--- src/rtl/pipeline_pkg.sv ---
// Shared definitions for the 5-stage RV32 pipeline.
//   XLEN_DEF / ILEN_DEF : default address and instruction widths
//   NOP_INSTR           : canonical RV32 NOP (addi x0, x0, 0)
//   PC_STEP             : sequential fetch increment in bytes
//   fetch_state_t       : fetch-stage FSM states
//   sat_inc             : saturating 32-bit increment for event counters
package pipeline_pkg;

  localparam int XLEN_DEF = 32;
  localparam int ILEN_DEF = 32;

  localparam logic [31:0] NOP_INSTR = 32'h0000_0013;
  localparam int          PC_STEP   = 4;

  typedef enum logic {
    S_BOOT  = 1'b0,
    S_FETCH = 1'b1
  } fetch_state_t;

  function automatic logic [31:0] sat_inc(input logic [31:0] value);
    return (value == 32'hFFFF_FFFF) ? value : value + 32'd1;
  endfunction

endpackage

--- src/rtl/if_stage_fetch_if.sv ---
// Instruction-memory request/response bus between the fetch stage and memory.
//   imem_req   : request valid (fetch side)
//   imem_addr  : fetch address (fetch side)
//   imem_rdata : instruction returned (memory side)
//   imem_ready : imem_rdata is valid for imem_addr this cycle (memory side)
// Modports: master = fetch stage, slave = instruction memory.
interface if_stage_fetch_if #(
  parameter int XLEN = 32,
  parameter int ILEN = 32
);

  logic            imem_req;
  logic [XLEN-1:0] imem_addr;
  logic [ILEN-1:0] imem_rdata;
  logic            imem_ready;

  modport master (output imem_req, output imem_addr, input imem_rdata, input imem_ready);
  modport slave  (input imem_req, input imem_addr, output imem_rdata, output imem_ready);

endinterface

--- src/rtl/if_id_reg.sv ---
// IF/ID pipeline register.
//   clk, reset        : clock and synchronous active-high reset
//   load              : capture pc_in/instr_in as a valid instruction
//   flush             : insert a bubble (pc 0, NOP, valid 0)
//   pc_in, instr_in   : fetched PC and instruction
//   pc, instr, valid  : registered IF/ID fields
// With neither load nor flush the register holds its contents.
module if_id_reg
  import pipeline_pkg::*;
#(
  parameter int XLEN = XLEN_DEF,
  parameter int ILEN = ILEN_DEF
) (
  input  logic            clk,
  input  logic            reset,
  input  logic            load,
  input  logic            flush,
  input  logic [XLEN-1:0] pc_in,
  input  logic [ILEN-1:0] instr_in,
  output logic [XLEN-1:0] pc,
  output logic [ILEN-1:0] instr,
  output logic            valid
);

  // Flush wins over load so a redirect can never let a wrong-path instruction in.
  always_ff @(posedge clk) begin
    if (reset || flush) begin
      pc    <= '0;
      instr <= ILEN'(NOP_INSTR);
      valid <= 1'b0;
    end else if (load) begin
      pc    <= pc_in;
      instr <= instr_in;
      valid <= 1'b1;
    end
  end

endmodule

--- src/rtl/if_stage_fetch.sv ---
// Instruction-fetch stage: owns the PC, issues instruction-memory requests and
// fills the IF/ID register.
//   clk, reset          : clock, synchronous active-high reset
//   pc_write, if_write  : hazard-unit enables; either low holds PC and IF/ID
//   branch_taken        : EX redirect; flushes IF/ID and reloads the PC
//   branch_target       : redirect address (low two bits ignored)
//   imem                : instruction-memory bus (master side)
//   if_id_pc/instr/valid: IF/ID register contents
//   fetch_stall         : fetching but memory not ready this cycle
// Optional macro IF_PERF_COUNTERS_EN adds saturating counters
//   perf_stall_cnt (hazard holds), perf_flush_cnt (redirects),
//   perf_bubble_cnt (memory waits).
module if_stage_fetch
  import pipeline_pkg::*;
#(
  parameter int              XLEN     = XLEN_DEF,
  parameter int              ILEN     = ILEN_DEF,
  parameter logic [XLEN-1:0] RESET_PC = '0
) (
  input  logic             clk,
  input  logic             reset,
  input  logic             pc_write,
  input  logic             if_write,
  input  logic             branch_taken,
  input  logic [XLEN-1:0]  branch_target,
  if_stage_fetch_if.master imem,
  output logic [XLEN-1:0]  if_id_pc,
  output logic [ILEN-1:0]  if_id_instr,
  output logic             if_id_valid,
  output logic             fetch_stall
`ifdef IF_PERF_COUNTERS_EN
  ,
  output logic [31:0]      perf_stall_cnt,
  output logic [31:0]      perf_flush_cnt,
  output logic [31:0]      perf_bubble_cnt
`endif
);

  fetch_state_t    state, state_next;
  logic [XLEN-1:0] pc, pc_next;
  logic            hold, wait_mem, load_id, flush_id;
  logic            unused_target_lsbs;

  assign unused_target_lsbs = ^branch_target[1:0];

  // FSM state register: boot for one cycle after reset, then fetch forever.
  always_ff @(posedge clk) begin
    if (reset) begin
      state <= S_BOOT;
      pc    <= RESET_PC;
    end else begin
      state <= state_next;
      pc    <= pc_next;
    end
  end

  // Next-state and PC/IF-ID control, in priority order branch > hold > wait > advance.
  // The boot cycle has no memory response, so it inserts a bubble like a wait.
  always_comb begin
    state_next = S_FETCH;
    pc_next    = pc;
    load_id    = 1'b0;
    flush_id   = 1'b0;
    hold       = ~pc_write | ~if_write;
    wait_mem   = (state == S_FETCH) & ~imem.imem_ready;
    if (branch_taken) begin
      pc_next  = {branch_target[XLEN-1:2], 2'b00};
      flush_id = 1'b1;
    end else if (hold) begin
      pc_next = pc;
    end else if ((state == S_FETCH) && imem.imem_ready) begin
      pc_next = pc + XLEN'(PC_STEP);
      load_id = 1'b1;
    end else begin
      flush_id = 1'b1;
    end
  end

  assign imem.imem_req  = (state == S_FETCH);
  assign imem.imem_addr = pc;
  assign fetch_stall    = wait_mem;

  if_id_reg #(
    .XLEN (XLEN),
    .ILEN (ILEN)
  ) u_if_id_reg (
    .clk      (clk),
    .reset    (reset),
    .load     (load_id),
    .flush    (flush_id),
    .pc_in    (pc),
    .instr_in (imem.imem_rdata),
    .pc       (if_id_pc),
    .instr    (if_id_instr),
    .valid    (if_id_valid)
  );

`ifdef IF_PERF_COUNTERS_EN
  // Event counters follow the same priority as the datapath so each cycle is
  // attributed to at most one cause.
  always_ff @(posedge clk) begin
    if (reset) begin
      perf_stall_cnt  <= '0;
      perf_flush_cnt  <= '0;
      perf_bubble_cnt <= '0;
    end else begin
      if (branch_taken)
        perf_flush_cnt <= sat_inc(perf_flush_cnt);
      if (!branch_taken && hold)
        perf_stall_cnt <= sat_inc(perf_stall_cnt);
      if (!branch_taken && !hold && wait_mem)
        perf_bubble_cnt <= sat_inc(perf_bubble_cnt);
    end
  end
`endif

endmodule

--- src/flat_wrapper.sv ---
// flat-port wrapper written by rule: the top's interface ports become plain ports
module if_stage_fetch_flat import pipeline_pkg::*;
#(
  parameter int              XLEN     = XLEN_DEF,
  parameter int              ILEN     = ILEN_DEF,
  parameter logic [XLEN-1:0] RESET_PC = '0
)
  (clk, reset, pc_write, if_write, branch_taken, branch_target, if_id_pc, if_id_instr, if_id_valid, fetch_stall, imem_imem_req, imem_imem_addr, imem_imem_rdata, imem_imem_ready);
  if_stage_fetch_if #(.XLEN(XLEN), .ILEN(ILEN)) imem_i ();
  input  logic clk;
  input  logic reset;
  input  logic pc_write;
  input  logic if_write;
  input  logic branch_taken;
  input  logic [XLEN-1:0] branch_target;
  output logic [XLEN-1:0] if_id_pc;
  output logic [ILEN-1:0] if_id_instr;
  output logic if_id_valid;
  output logic fetch_stall;
  output wire logic [$bits(imem_i.imem_req)-1:0] imem_imem_req;
  output wire logic [$bits(imem_i.imem_addr)-1:0] imem_imem_addr;
  input wire logic [$bits(imem_i.imem_rdata)-1:0] imem_imem_rdata;
  input wire logic [$bits(imem_i.imem_ready)-1:0] imem_imem_ready;
  assign imem_imem_req = imem_i.imem_req;
  assign imem_imem_addr = imem_i.imem_addr;
  assign imem_i.imem_rdata = imem_imem_rdata;
  assign imem_i.imem_ready = imem_imem_ready;
  if_stage_fetch #(.XLEN(XLEN), .ILEN(ILEN), .RESET_PC(RESET_PC)) u_core (.clk(clk), .reset(reset), .pc_write(pc_write), .if_write(if_write), .branch_taken(branch_taken), .branch_target(branch_target), .imem(imem_i), .if_id_pc(if_id_pc), .if_id_instr(if_id_instr), .if_id_valid(if_id_valid), .fetch_stall(fetch_stall));
endmodule
--- config.mk ---
export PLATFORM = sky130hd
export DESIGN_NAME = if_stage_fetch_flat
export DESIGN_NICKNAME = d
export VERILOG_FILES = /design/src/rtl/pipeline_pkg.sv /design/src/rtl/if_stage_fetch_if.sv /design/src/rtl/if_id_reg.sv /design/src/rtl/if_stage_fetch.sv /design/src/flat_wrapper.sv
export SDC_FILE = /design/constraint.sdc
export NUM_CORES = 1
export LEC_CHECK = 0
export ABC_AREA = 1
export CAP_MARGIN = 20
export CELL_PAD_IN_SITES_DETAIL_PLACEMENT = 0
export CELL_PAD_IN_SITES_GLOBAL_PLACEMENT = 1
export CORE_ASPECT_RATIO = 1.75
export CORE_MARGIN = 2
export CORE_UTILIZATION = 32
export CTS_BUF_LIST = sky130_fd_sc_hd__clkbuf_16
export CTS_CLUSTER_SIZE = 24
export DETAILED_ROUTE_END_ITERATION = 10
export GPL_TIMING_DRIVEN = 0
export PLACE_DENSITY_LB_ADDON = 0.05
export SLEW_MARGIN = 20
export SYNTH_ARGS = -nofsm -noshare
export SYNTH_HDL_FRONTEND = slang
export SYNTH_SLANG_ARGS = --single-unit
--- constraint.sdc ---
create_clock -name clk -period 4 [get_ports clk]
set_input_delay 0.4 -clock clk [delete_from_list [all_inputs] [get_ports clk]]
set_output_delay 0.4 -clock clk [all_outputs]
set_load 0.01 [all_outputs]
# ---- Yosys cells after proc, flatten, opt, wreduce, memory -nomap -nowiden
# Cells that the tools add are included.
# W data, S select, Z words.
dict set report op_classes {
  addsub 1
  eq_ne 1
  muxes 10
  bitwise_logic 6
  reduce_logical 6
}
# operator count
set ops {}
lappend ops {{$mux W32} 3}
lappend ops {{$add A32 B3 Y32 const B} 1}
lappend ops {{$mux W1} 7}
lappend ops {{$not A1 Y1} 4}
lappend ops {{$reduce_and A2 Y1} 2}
lappend ops {{$ne A2 B2 Y1 const B} 1}
lappend ops {{$reduce_bool A2 Y1} 1}
lappend ops {{$reduce_or A2 Y1} 1}
lappend ops {{$and A1 B1 Y1} 1}
lappend ops {{$logic_and A1 B1 Y1} 1}
lappend ops {{$logic_or A1 B1 Y1} 1}
lappend ops {{$or A1 B1 Y1} 1}
dict set report totals {
  reg_bits 98
}

# ---- Longest topological paths before layout
dict set report logic_depth {
  word_depth 5
  ltp_mapped 11
  depth_no_buf 11
}

# ---- By module
# From an unflattened synthesis, not the netlist that was laid out.
dict set report hier_totals {
  cells_unflattened 747
  hier_area_um2 4795.8
}
# module n_inst cells_per_inst area_each_um2
set by_module_without_submodules {}
lappend by_module_without_submodules {if_id_reg 1 403 2665.1}
lappend by_module_without_submodules {if_stage_fetch 1 344 2130.8}

# ---- Least setup slack after synthesis
# No wires, ideal clock.
dict set report synth_path {
  path_kind {flip-flop to flip-flop}
  from {register u_core.pc[3], in the netlist u_core.imem.imem_addr[3]}
  to {register u_core.pc[22], in the netlist u_core.imem.imem_addr[22]}
  setup_time_ns 0.110
  arrival_ns 1.423
  slack_ns 2.467
  path_stages_with_launch 11
  period_less_slack_ns 1.533
  cell_sequence {dfxtp_1 ha_1 nand2_2 nor2_4 nand2_4 nor2_4 nand2_1 nand3_1 o211ai_1 nand2_1 inv_1}
}
dict set report synth_between {
  elab_chain_cells 4
}
# item line_no
set synth_lines {}
lappend synth_lines {{start: declaration} if_stage_fetch.sv:40} ;# logic [XLEN-1:0] pc, pc_next;
lappend synth_lines {{start signal: assignment} if_stage_fetch.sv:53} ;# pc <= pc_next;
lappend synth_lines {{$add A32 B3 Y32} if_stage_fetch.sv:72} ;# pc_next = pc + XLEN'(PC_STEP);
lappend synth_lines {{$mux W32} if_stage_fetch.sv:71} ;# end else if ((state == S_FETCH) && imem.imem_ready) begin
lappend synth_lines {{$mux W32} if_stage_fetch.sv:69} ;# end else if (hold) begin
lappend synth_lines {{$mux W32} if_stage_fetch.sv:66} ;# if (branch_taken) begin
# Every way passes these cells. The select of a mux whose other input is x is not followed.
# A chain may end at the register's enable or synchronous reset.

# ---- Worst setup path in the final report
dict set report layout_path {
  from {input port imem_imem_ready}
  to {register u_core.u_if_id_reg.pc[30]}
}
dict set report layout_between {
  elab_chain_cells 5
  word_cells_on_any_way 8
}
# item line_no
set layout_lines {}
lappend layout_lines {{start: declaration} flat_wrapper.sv:23} ;# input wire logic [$bits(imem_i.imem_ready)-1:0] imem_imem_ready;
lappend layout_lines {{$logic_and A1 B1 Y1 *} if_stage_fetch.sv:71}
lappend layout_lines {{$mux W1} if_stage_fetch.sv:71}
lappend layout_lines {{$mux W1} if_stage_fetch.sv:69}
lappend layout_lines {{$mux W1} if_stage_fetch.sv:66}
lappend layout_lines {{$logic_or A1 B1 Y1} if_id_reg.sv:27} ;# if (reset || flush) begin
lappend layout_lines {{end signal: assignment} if_id_reg.sv:32} ;# pc <= pc_in;
lappend layout_lines {{end: declaration} if_id_reg.sv:20} ;# output logic [XLEN-1:0] pc,
# Mark *: on every way between the ends. The rest lies on a longest branch, timed or not.

==> results.yml <==
status:
  outcome: "finished clean"
routing:
  dr.first_iter.drc_count: 244
  ant_nets: 0
  first_pass_iters: 4
  vias: 4653
  wl_per_cell_um: 16.7
  via_per_inst: 4.75
  wl_mm: 16.3
  drc: 0
logic_synthesis:
  synth_top_area_share_pct: 43.5
  ys_seq_area_share_pct: 43.5
  synth_area_per_cell_um2: 6.92
  synth_largest_area_cell: "dfxtp_1"
  ys_ff_latch: 94
  syn_inst: 625
  synth.cell_area_um2: 4320
  ys_top_cells_by_area: "dfxtp_1 44%, nor2_1 13%, nand2_1 11%, o21ai_0 6.5%, nand3_1 4.1%"
  synth_warnings: 0
  ys_types: 36
power:
  powerDensity_nw_per_um2: 321
  p_sw_uw: 549
  leakage_nw: 2.35
  seqPwrFrac_pct: 48.0
  ir_drop_v: 0.000195
  clkPwrFrac_pct: 39.3
  swShare_pct: 26.6
  internal_power_mw: 1.52
  power_frac_comb_pct: 12.7
cts:
  cts_setup_buffers: 0
  numCtsBuffers: 9
  postCtsHoldBufs: 0
  clk_pin_slew_ns: 0.07
  cts_resized: 0
  htreeDepth: 3
  clock_sinks: 94
  clockBufferDepth: 2
  clk_latency_ns: 0.35
  cts_root_buffer: "clkbuf_16"
  cts_tree: "done"
timing:
  slew_headroom_pct: 54.5
  rsz0062_at_grt: "no"
  tightest_slew_ns: 0.682
  fin_crit_sh_pct: 49.6
  fin_crit_ns: 1.98
  max_freq_mhz: 504
  setup_viol: 0
  whs_ns: 0.472
  finalSetupTns_ns: 0
  fin_skew_ns: 0.0103
  slew_viol_final: 0
  hold_viol: 0
global_route:
  overflow: 0
  antenna_found_initial: 0
  track_usage_pct: 22.6
  grt_pass1_wl_mm: 25.0
  grt_pass1_vias: 4577
  grt_max_degree: 17
hold_path:
  min_delay_worst_endpoint: "u_core.u_if_id_reg.valid$_SDFFE_PP0P_"
  hold_path.class: "reg -> reg"
  whs_path_depth: 2
  hold_path_startpoint: "u_core.u_if_id_reg.valid$_SDFFE_PP0P_"
worst_setup_path:
  r2r_end: "u_core.imem.imem_addr[23]$_SDFFE_PP0P_"
  crit_type: "in -> reg"
  worstPathCellList: "clkdlybuf4s50_1 > nand2_1 > nor2_4 > nand2_2 > inv_2 > clkbuf_1 > o21ai_0 > a21oi_1"
  path_max_fanout: 10
  cp_slowest_cell: "clkbuf_1"
  reg2reg_setup_slack_ns: 2.15
  r2r_start: "u_core.imem.imem_addr[10]$_SDFFE_PP0P_"
  worst-path-buf-inv: 3
  path_delay_family: "buffers and inverters"
  critPathCaptureType: "register"
  crit_arrival_ns: 2.26
  cp_num_cells: 8
  required_ns: 4.28
  worstRegToRegCells: 7
  critPathMaxStageDelay_ns: 0.54
  setup.worst_path.start_class: "input port"
final_layout:
  regArea_um2: 1880
  synthToLayoutAreaGrowth_pct: 48.9
  layout-drive-gt1-share_pct: 7.70
  multiInputGateArea_um2: 2160
  fill_cells: 1411
  final_common_cell: "clkdlybuf4s50_1"
  final_cell_mix: "161 x clkdlybuf4s50_1, 148 x nor2_1, 127 x nand2_1"
  diodes: 0
  fin_nets: 871
die:
  ios: 169
  core_um2: 13300
  initial_utilization_pct: 32.5
  die_h_um: 158
  die_w_um: 91.9
  dieArea_um2: 14500
  rows: 56
place:
  hpwl_mm: 12.8
  place.gp.congestion: 0.900
  io_buffer_count: 161
run:
  cap_violations: 0
==> power groups by stage <==
stage | sequential, mW | clock, mW | combinational [mW]
after global placement | 1.01 | 0 | 0.262
after floorplan | 1.01 | 0 | 0.102
after CTS | 0.993 | 0.834 | 0.266
after detailed placement | 1.01 | 0 | 0.264
after global routing | 0.998 | 0.872 | 0.288
final | 0.993 | 0.813 | 0.263
==> Yosys cell counts (all sizes together) <==
library cell    n
o211a           2
nor4            1
buf            21
ha              1
clkbuf         14
or2             2
nand2         134
a22oi           6
and2            3
nor2          162
nand3          35
a21boi          1
o211ai          3
a21oi          32
o21ai          59
dfxtp          94
a211oi          3
conb            1
a31oi           4
clkinv          1
nand4           1
xnor2           4
nor3           10
inv            31
==> cells by family (layout without fill, tap and decap cells) <==
group                      Yosys count  after routing  share of synthesized area [%]
other                                1              4                         0.0867
xor gates and xnor gates             4              4                          0.810
adders and majority gates            1              1                          0.289
AOI/OAI and AO/OA                  110            110                           14.0
DFF                                 94             94                           43.5
and+or+nand+nor                    348            348                           34.4
buffers and inverters               67            244                           6.89
==> worst reg2reg max path, stage by stage (launching register included) <==
cell and delay, ns:
dfxtp_1 0.47, nand2_1 0.14, nor2_1 0.29, nand2_1 0.15
nor2_4 0.18, nand3_1 0.21, o211ai_1 0.23, nand2_1 0.07
==> state kept, by name (all words and copies together) (netlist names) <==
signal                    flops
u_core.u_if_id_reg.valid      1
u_core.imem.imem_addr        30
u_core.u_if_id_reg.instr     32
u_core.u_if_id_reg.pc        30
u_core.imem.imem_req          1
==> metal layers <==
metal / wire length (um) / vias up / global-route usage (%)
met3: 872 / 28 / 3.90
met5: 0 / - / 0
met1: 6020 / 2098 / 23.6
met2: 8960 / 162 / 44.3
li1: - / 2365 / -
met4: 469 / 0 / 8.67
==> stage by stage <==
step / power [mW] / area (um2) / instances / util (%) / setup slack [ns]
detailed placement: 1.28 / 6160 / 963 / 46.3 / 1.64
global placement: 1.28 / 6160 / 963 / 46.3 / 1.66
finish: 2.07 / 6440 / 979 / 48.4 / 2.02
global route: 2.16 / 6440 / 979 / 48.4 / 1.91
CTS: 2.09 / 6440 / 979 / 48.4 / 1.99
floorplan: 1.12 / 4340 / 628 / - / 2.47
==> final cells by class <==
type	instances	share of cell area, %
multi-input cells	467	33.5
clock inverters	7	0.739
inverters	32	1.87
flip-flops and latches	94	29.2
well taps	174	3.38
repair buffers	161	25.0
clock buffers	9	3.50
plain buffers	35	2.76
==> worst max path at each step <==
stage,startpoint,endpoint,slack [ns]
floorplan,u_core.imem.imem_addr[3]$_SDFFE_PP0P_,u_core.imem.imem_addr[22]$_SDFFE_PP0P_,2.47
global placement,reset,u_core.u_if_id_reg.pc[27]$_SDFFE_PP0P_,1.66
detailed placement,reset,u_core.u_if_id_reg.pc[14]$_SDFFE_PP0P_,1.64
CTS,reset,u_core.u_if_id_reg.pc[14]$_SDFFE_PP0P_,1.99
global route,imem_imem_ready,u_core.u_if_id_reg.pc[30]$_SDFFE_PP0P_,1.91
finish,imem_imem_ready,u_core.u_if_id_reg.pc[30]$_SDFFE_PP0P_,2.02
No activity file was read; power rests on OpenSTA's default activity.
==> edit, RTL diff (same flow settings) <==
Register the input `branch_target` before use. The logic sees it one clock later. The other inputs are not delayed to match.
--- a/src/rtl/if_stage_fetch.sv
+++ b/src/rtl/if_stage_fetch.sv
@@ -36,12 +36,18 @@
 `endif
 );
 
+  logic [XLEN-1:0] branch_target_q;
+
+  always_ff @(posedge clk) begin
+    branch_target_q <= branch_target;
+  end
+
   fetch_state_t    state, state_next;
   logic [XLEN-1:0] pc, pc_next;
   logic            hold, wait_mem, load_id, flush_id;
   logic            unused_target_lsbs;
 
-  assign unused_target_lsbs = ^branch_target[1:0];
+  assign unused_target_lsbs = ^branch_target_q[1:0];
 
   // FSM state register: boot for one cycle after reset, then fetch forever.
   always_ff @(posedge clk) begin
@@ -64,7 +70,7 @@
     hold       = ~pc_write | ~if_write;
     wait_mem   = (state == S_FETCH) & ~imem.imem_ready;
     if (branch_taken) begin
-      pc_next  = {branch_target[XLEN-1:2], 2'b00};
+      pc_next  = {branch_target_q[XLEN-1:2], 2'b00};
       flush_id = 1'b1;
     end else if (hold) begin
       pc_next = pc;
Formal check against the unedited RTL: not equivalent (a bounded check fails within 4 cycles, from zero or initial values and one cycle with reset high).
==> edit against the unedited design <==
- core utilization up 0.40 points
- area after synthesis up 14%
- power up 57%
- sequential cell count up 30
- routed wire length up 1.6%
- final area up 15%
- sequential power up 32%
- worst setup slack better by 0.033 ns
- critical path type is now flop to primary output
- critical endpoint is now imem_imem_addr[17]
==> edit: results (changes against the unedited design) <==
status=completed; CTS Buf Count=17 (+8); dpl hpwl=12310 µm (-3.6%); Final #Nets=899 (+3.2%); postcts setup bufs=0 (unchanged); number of hold violations in the final report=0 (unchanged); data arrival time of the critical path=1.55 ns (-0.71 ns); RD Place Congestion=0.8850 (-1.7%); initial antenna violation count=0 (unchanged); max incr delay on CP=0.61 ns (+0.07 ns); yosys warns=0 (unchanged); Routed WL=16580 µm (+1.6%); Lkg Pwr=0.002804 µW (+20%); gr usage total=20.20% (-2.4 points); Synth area leaders=dfxtp_1 (50%), nand2_1 (14%), a21oi_1 (6.6%), nor2_1 (4.9%), nand3_1 (3.3%); DR vias/cell=4.771 (+0.39%); cell area after placement=6783 µm² (+10%); worst hold path type=primary input to flop; clock-pin slew on the worst setup and hold paths=about 0.060 ns; port bufs=162 (+0.62%); Top reg by flops=u_core.u_if_id_reg.instr; pin count of the biggest net entering global routing=17 (unchanged); vias in the first global route=4756 (+3.9%); Top delay family on crit path=buffers and inverters; worst slew pin tran=0.6755 ns (-0.006512 ns); Max IR drop VDD=261.8 µV (+34%); post-cts sizing count=0 (unchanged); Root Buffer=clkbuf_16; clk_lat worst skew=0.42 ns (+0.07 ns); first-pass GRT wire length=25630 µm (+2.7%); slowest cell on the critical path=clkdlybuf4s50_1; Combinational Power Share=7.6% (-5.1 points); drt first pass iters=6 (+2); CTS Buffer Depth=2 (unchanged); # H-tree levels=4 (+1); Max Fanout on Critical Path=7 (-3); Yosys cell types=38 (+5.6%); max reg flops=32 (unchanged); Seq/Total Area, Yosys=50.48% (+7.0 points); Starting DRT DRC Count=207 (-15%); worst clock skew=0.01074 ns (+0.0004531 ns); Sw Share=22.87% (-3.7 points); top cells by count, synth=nand2_1 (185), dfxtp_1 (124), a21oi_1 (65); layout cells sized above 1=9.512% (+1.8 points); worst reg-to-reg setup slack=2.28 ns (+0.13 ns); ys flop type=dfxtp_1; FFs w/ async S/R, synth=0% (unchanged); fill count=1563 (+11%); Antenna diodes=0 (unchanged)
[edit: changes by cell type after synthesis, sizes merged, moves of 6 or more]
cell and delta:
dfxtp +30, inv +9, nand2 +58, nor2 -86, a21oi +35, o21ai -37, buf +6
[edit: area by class of cell]
cell class                 count  area (µm²)  share of cell area (%)
sequential                   124        2482                   33.41
multi-input combinational    446        2100                   28.26
timing repair buffer         162        1622                   21.83
clock buffer                  17       425.4                   5.726
tap                          186       232.7                   3.132
clock inverter                15       221.5                   2.981
buffer                        36       192.7                   2.593
inverter                      41       153.9                   2.071
[edit: worst register-to-register path: stages (launching register included)]
cell,delay (ns)
dfxtp_1,0.41
ha_1,0.23
nand2_1,0.12
nor2_4,0.15
nand2_2,0.11
nor2_4,0.20
nand2_1,0.08
nand2_1,0.05
nand3_1,0.07
nand2_1,0.11
a21oi_2,0.05
[edit: worst paths after layout]
path,from,to,cells after the start
min reg2reg,u_core.u_if_id_reg.instr[3]$_SDFFE_PP0P_,u_core.u_if_id_reg.instr[3]$_SDFFE_PP0P_,2
max,u_core.imem.imem_addr[17]$_SDFFE_PP0P_,imem_imem_addr[17],1
min,branch_target[30],u_core.branch_target_q[30]$_DFF_P_,1
max reg2reg,u_core.imem.imem_addr[3]$_SDFFE_PP0P_,u_core.imem.imem_addr[28]$_SDFFE_PP0P_,10
[edit: cell families (layout without fill, tap and decap cells)]
family | count (synthesis) | after routing | synth area share, %
buffers and inverters | 77 | 271 | 7.048
DFF | 124 | 124 | 50.48
xor gates and xnor gates | 3 | 3 | 0.5344
and+or+nand+nor | 324 | 324 | 28.68
other | 1 | 4 | 0.07626
AOI/OAI and AO/OA | 114 | 114 | 12.93
adders and majority gates | 1 | 1 | 0.2544
[edit: per-stage QoR]
step	hold slack [ns]	power (µW)	worst slack [ns]	std cells	util, %
2_1_floorplan	0.4277	1430	2.495	647	-
4_1_cts	0.4108	3294	2.045	1027	48.75
5_1_grt	0.4181	3370	1.996	1027	48.75
3_5_place_dp	0.4552	1590	1.634	995	44.51
3_3_place_gp	0.4532	1588	1.710	995	44.51
6_report	0.4216	3256	2.050	1027	48.75
[edit: power groups by stage]
stage	Clock [µW]	Combinational, µW	Sequential [µW]
2_1_floorplan	0	93.6	1340
3_3_place_gp	0	248	1340
3_5_place_dp	0	251	1340
4_1_cts	1730	252	1310
5_1_grt	1780	271	1320
6_report	1690	249	1310
[edit: per-layer routing]
metal  wire length, µm  global-route usage [%]
met1              6588                   22.22
met2              8793                   37.54
met3               799                   3.113
met4               401                   9.360
met5                 0                       0
